### config.mk
export PLATFORM = sky130hd
export DESIGN_NAME = sobel_line_sched
export DESIGN_NICKNAME = d
export VERILOG_FILES = /design/src/rtl/sobel_pkg.sv /design/src/rtl/sobel_pix_cnt.sv /design/src/rtl/sobel_line_sched.sv
export SDC_FILE = /design/constraint.sdc
export NUM_CORES = 1
export LEC_CHECK = 0
export CORE_MARGIN = 2
export CORE_UTILIZATION = 44
export DETAILED_ROUTE_END_ITERATION = 10
export DONT_BUFFER_PORTS = 1
export SLEW_MARGIN = 20
export SYNTH_ARGS = -nofsm -noshare
export SYNTH_HDL_FRONTEND = slang
export SYNTH_SLANG_ARGS = --single-unit
### constraint.sdc
create_clock -name sclk -period 4.83 [get_ports sclk]
set_input_delay 1.2075 -clock sclk [delete_from_list [all_inputs] [get_ports sclk]]
set_output_delay 1.2075 -clock sclk [all_outputs]
set_load 0.02 [all_outputs]
### src/rtl/sobel_pkg.sv
// rtl/sobel_pkg.sv - shared types and constants for the Sobel line scheduler
package sobel_pkg;

   // One state per row band of the frame
   typedef enum logic [1:0] {
      FILL1 = 2'd0,
      FILL2 = 2'd1,
      RUN   = 2'd2,
      LAST  = 2'd3
   } sobel_state_t;

   // pi_flag -> win_flag latency in cycles
   localparam int TAP_DEPTH = 2;

   // Counter width for a range of n values, never narrower than one bit
   function automatic int cnt_width(input int n);
      return (n > 1) ? $clog2(n) : 1;
   endfunction

endpackage

### src/rtl/sobel_pix_cnt.sv
// rtl/sobel_pix_cnt.sv - column/row position counter for the incoming pixel stream
module sobel_pix_cnt
   import sobel_pkg::*;
#(
   parameter int COLS = 50,
   parameter int ROWS = 50,
   parameter int CW   = cnt_width(COLS),
   parameter int RW   = cnt_width(ROWS)
) (
   input  logic          sclk,
   input  logic          rst,
   input  logic          adv_i,
   output logic          eol_o,
   output logic          eof_o,
   output logic          pre_last_o,
   output logic [CW-1:0] col_cnt_o,
   output logic [RW-1:0] row_cnt_o
);

   // col_q/row_q give the position of the pixel about to be accepted;
   // last_*_q report the position of the pixel most recently accepted.
   logic [CW-1:0] col_q, col_d, last_col_q, last_col_d;
   logic [RW-1:0] row_q, row_d, last_row_q, last_row_d;

   assign eol_o      = (col_q == CW'(COLS - 1));
   assign eof_o      = eol_o && (row_q == RW'(ROWS - 1));
   assign pre_last_o = (row_q == RW'(ROWS - 2));
   assign col_cnt_o  = last_col_q;
   assign row_cnt_o  = last_row_q;

   // Advance position on each accepted pixel, wrapping column then row
   always_comb begin
      col_d      = col_q;
      row_d      = row_q;
      last_col_d = last_col_q;
      last_row_d = last_row_q;
      if (adv_i) begin
         last_col_d = col_q;
         last_row_d = row_q;
         if (eol_o) begin
            col_d = '0;
            row_d = eof_o ? '0 : row_q + RW'(1);
         end else begin
            col_d = col_q + CW'(1);
         end
      end
   end

   // Position registers
   always_ff @(posedge sclk or posedge rst) begin
      if (rst) begin
         col_q      <= '0;
         row_q      <= '0;
         last_col_q <= '0;
         last_row_q <= '0;
      end else begin
         col_q      <= col_d;
         row_q      <= row_d;
         last_col_q <= last_col_d;
         last_row_q <= last_row_d;
      end
   end

endmodule

### src/rtl/sobel_line_sched.sv
// rtl/sobel_line_sched.sv - routes pixels through two line FIFOs and emits a 3-row tap column
module sobel_line_sched
   import sobel_pkg::*;
#(
   parameter int  COLS = 50,
   parameter int  ROWS = 50,
   parameter int  DW   = 8,
   localparam int CW   = cnt_width(COLS),
   localparam int RW   = cnt_width(ROWS)
) (
   input  logic          sclk,
   input  logic          rst,
   input  logic          pi_flag,
   input  logic [DW-1:0] pi_data,
   output logic          fifo1_wr_en,
   output logic [DW-1:0] fifo1_wr_data,
   output logic          fifo1_rd_en,
   input  logic [DW-1:0] fifo1_rd_data,
   output logic          fifo2_wr_en,
   output logic [DW-1:0] fifo2_wr_data,
   output logic          fifo2_rd_en,
   input  logic [DW-1:0] fifo2_rd_data,
   output logic          win_flag,
   output logic [DW-1:0] tap_top,
   output logic [DW-1:0] tap_mid,
   output logic [DW-1:0] tap_bot,
   output logic [CW-1:0] col_cnt,
   output logic [RW-1:0] row_cnt,
   output logic          frame_done
);

   sobel_state_t         state_q, state_d;
   logic                 eol, eof, pre_last, rd_state;
   logic [DW-1:0]        d1_q;
   logic                 wr1_q, wr2_q, wr1_shift_q;
   logic [TAP_DEPTH-1:0] win_sr_q, eof_sr_q;
   logic [DW-1:0]        top_q, mid_q, bot_q;

   sobel_pix_cnt #(
      .COLS (COLS),
      .ROWS (ROWS),
      .CW   (CW),
      .RW   (RW)
   ) u_pix_cnt (
      .sclk       (sclk),
      .rst        (rst),
      .adv_i      (pi_flag),
      .eol_o      (eol),
      .eof_o      (eof),
      .pre_last_o (pre_last),
      .col_cnt_o  (col_cnt),
      .row_cnt_o  (row_cnt)
   );

   // Row-band sequencing; the change takes effect from the next pixel on
   always_comb begin
      state_d = state_q;
      if (pi_flag && eol) begin
         case (state_q)
            FILL1:   state_d = FILL2;
            FILL2:   state_d = pre_last ? LAST : RUN;
            RUN:     state_d = pre_last ? LAST : RUN;
            default: state_d = FILL1;
         endcase
      end
   end

   // State register
   always_ff @(posedge sclk or posedge rst) begin
      if (rst) begin
         state_q <= FILL1;
      end else begin
         state_q <= state_d;
      end
   end

   // Both FIFOs are read together once two lines are buffered
   assign rd_state    = (state_q == RUN) || (state_q == LAST);
   assign fifo1_rd_en = pi_flag & rd_state;
   assign fifo2_rd_en = pi_flag & rd_state;

   // In RUN the middle line ages into fifo1 straight from fifo2's read port
   assign fifo1_wr_en   = wr1_q;
   assign fifo1_wr_data = wr1_shift_q ? fifo2_rd_data : d1_q;
   assign fifo2_wr_en   = wr2_q;
   assign fifo2_wr_data = d1_q;

   assign win_flag   = win_sr_q[TAP_DEPTH-1];
   assign frame_done = eof_sr_q[TAP_DEPTH-1];
   assign tap_top    = top_q;
   assign tap_mid    = mid_q;
   assign tap_bot    = bot_q;

   // Pixel delay, write strobes and the tap pipeline; taps hold when idle
   always_ff @(posedge sclk or posedge rst) begin
      if (rst) begin
         d1_q        <= '0;
         wr1_q       <= 1'b0;
         wr2_q       <= 1'b0;
         wr1_shift_q <= 1'b0;
         win_sr_q    <= '0;
         eof_sr_q    <= '0;
         top_q       <= '0;
         mid_q       <= '0;
         bot_q       <= '0;
      end else begin
         wr1_q    <= pi_flag & ((state_q == FILL1) || (state_q == RUN));
         wr2_q    <= pi_flag & ((state_q == FILL2) || (state_q == RUN));
         win_sr_q <= {win_sr_q[TAP_DEPTH-2:0], pi_flag & rd_state};
         eof_sr_q <= {eof_sr_q[TAP_DEPTH-2:0], pi_flag & rd_state & eof};
         if (pi_flag) begin
            d1_q        <= pi_data;
            wr1_shift_q <= (state_q == RUN);
         end
         if (win_sr_q[0]) begin
            top_q <= fifo1_rd_data;
            mid_q <= fifo2_rd_data;
            bot_q <= d1_q;
         end
      end
   end

endmodule

==> results.toml <==
[route]
viasPerCell = 5.55
routed_wl_um = 5020
wl_per_cell_um = 17.9
drt-pass1-iter-count = 4
postRouteAntennaNets = 0
remaining_drc_errors = 0
drt_iter0_markers = 30
dr_total_vias = 1554

[clock_tree]
cts_resized = 0
cts_hold_buf = 0
ctsHtreeMaxLevel = 3
cts_root_buf = "clkbuf_8"
cts_made_buffers = 9
cts_tree = "built"
cts_setup_buffers = 0
clock-sinks = 65
cts.reportedPaths.clkPinSlew_ns = 0.07
clockBufferDepth = 2
clkLatencyLatePin_ns = 0.34

[critical_path]
startpoint_type = "input port"
worstReg2RegStart = "u_pix_cnt.col_q[1]"
cp_slowest_cell = "nor2b_1"
critical_path_buf_inv_count = 0
worstPathCellList = "nor2b_1"
crit_required_ns = 3.62
cp_top_family = "simple AND/OR/NAND/NOR gates"
critPathMaxFanout = 32
worstPathArrival_ns = 1.86
crit_start = "pi_flag"
worst_setup_path_end_kind = "primary output"
critPathMaxStageDelay_ns = 0.65
crit_type = "input port to primary output"

[yosys]
synth_warnings = 0
netlist_instances = 197
synth_edf_count = 0
netlist_area_sq_um = 2740
avgSynthCellArea_sq_um = 13.9
synth_cell_type_count = 34
synth.area.top_cells = "dfrtp_1, mux2_2, ha_1"
yosys-top-cells-count = "dfrtp_1, mux2_2, ha_1, nand2_1, inv_1"
synth_ff_type = "dfrtp_1"
synth_top_area_share_pct = 59.4
async_reset_ff_share_pct = 100
ys_seq_area_share_pct = 59.4
yosysMostFrequentCell = "dfrtp_1"
synth_top_area_cell = "dfrtp_1"
synth_seq_cells = 65
syn_nets = 232

[placement]
dp_hpwl_um = 3550
gp_congestion = 0.765
portBuffers = 0
place_area_sq_um = 2790

[floorplanning]
design.core.area_sq_um = 5960
ioPinCount = 85
dieWidth_um = 82.9
die_y_um = 82.9
dieArea_sq_um = 6870
initial_core_util_pct = 46.0
rows = 28

[timing]
fin_setup_tns_ns = 0
hold_viol = 0
drv_slew = 0
timing.slew.headroom_pct = 34.5
hold_slack_ns = 0.357
fmax_ghz = 0.325
worstMarginPinSlew_ns = 0.982
setup_viol = 0
grt_setup_unrepaired = "false"
period_share_pct = 63.6
finClkSkew_ns = 0.00471
fin_crit_ns = 3.07

[run_status]
status = "finished clean"

[worst_hold_path]
worstHoldStart = "eof_sr_q[0]"
hold_class = "flip-flop to flip-flop"

[final_layout]
final_nets = 235
n_antenna_cell = 0
syn2layout_area_growth_pct = 10.1
drive_gt1_share_pct = 37.6
fin_area_sq_um = 3020
final_util_pct = 50.7

[pwr]
cellLeakagePower_nw = 1.32
ir_drop_mv = 0.280
power_density_nw_per_um2 = 681

[global_route]
grt_max_degree = 48
antenna_found_initial = 0
overflow = 0
grt_usage_pct = 15.7
grt_pass1_vias = 1689
grt_pass1_wl_um = 8480

[job]
maxCapViolCount = 0
==> cell families after synthesis <==
kind of cell             Yosys count  synth area share [%]
flip-flops                        65                  59.4
multiplexers                      56                  23.2
AND/OR/NAND/NOR                   31                  6.39
AO/OA/AOI/OAI                     20                  4.25
buffers and inverters             16                  2.88
adder cells (fa/ha/maj)            8                  3.65
XOR/XNOR                           1                 0.320
==> stage by stage <==
stage / power, mW / setup WS [ns] / std cells
floorplan: 1.46 / 1.47 / 197
global placement: 1.53 / 1.76 / 264
detailed placement: 1.56 / 1.76 / 264
CTS: 2.08 / 1.75 / 280
global route: 2.17 / 1.73 / 280
finish: 2.05 / 1.76 / 280
==> worst paths after layout <==
| kind | slack [ns] | cells past startpoint | end |
|---|---|---|---|
| worst max-delay path | 1.76 | 1 | fifo2_rd_en |
| worst min-delay path | 0.36 | 0 | eof_sr_q[1] |
| worst max register to register | 3.19 | 6 | u_pix_cnt.row_q[3] |
| worst min register to register | 0.36 | 0 | eof_sr_q[1] |
| max in group asynchronous | 3.16 | 2 | u_pix_cnt.col_cnt_o[3] |
| min in group asynchronous | 0.75 | 1 | fifo2_wr_data[6] |
==> routing by layer <==
layer,routed length (um),vias up,track usage [%]
met3,328,10,6.16
met4,99,0,7.00
li1,-,705,-
met5,0,-,0
met1,1890,783,17.2
met2,2700,56,26.7
==> sequential cells by signal, indices dropped and copies added, names as in the netlist <==
register             count
eof_sr_q                 2
fifo1_wr_en              1
fifo2_wr_data            8
fifo2_wr_en              1
state_q                  2
tap_bot                  8
tap_mid                  8
tap_top                  8
u_pix_cnt.col_cnt_o      6
u_pix_cnt.col_q          6
u_pix_cnt.row_cnt_o      6
u_pix_cnt.row_q          6
win_sr_q                 2
wr1_shift_q              1
==> cell usage in the layout, fill, tap and decap left out, types with 2 or more instances in the layout <==
master and n:
clkinvlp_4 3, nand3_1 4, dfrtp_1 65, ha_1 8, nor3_1 2, clkbuf_8 10, nand2_1 8, bufinv_16 2
a21oi_1 5, nor2b_1 3, nor2_1 4, inv_1 6, o21ai_0 6, mux2_2 55, or3_1 2, o22ai_1 2
a31oi_1 2
==> layout make-up <==
type	count	area, sq um
multi-input combinational	116	1030
sequential	65	1630
clock buffer	10	138
tap	75	93.8
timing repair buffer	1	7.51
fill	518	2940
inverter	7	26.3
clock inverter	6	91.3
==> where the power goes <==
| group | switching [mW] | internal, mW |
|---|---|---|
| registers | 0.395 | 0.744 |
| clock network | 0.209 | 0.305 |
| logic | 0.169 | 0.231 |
(Power assumes the default switching activity.)
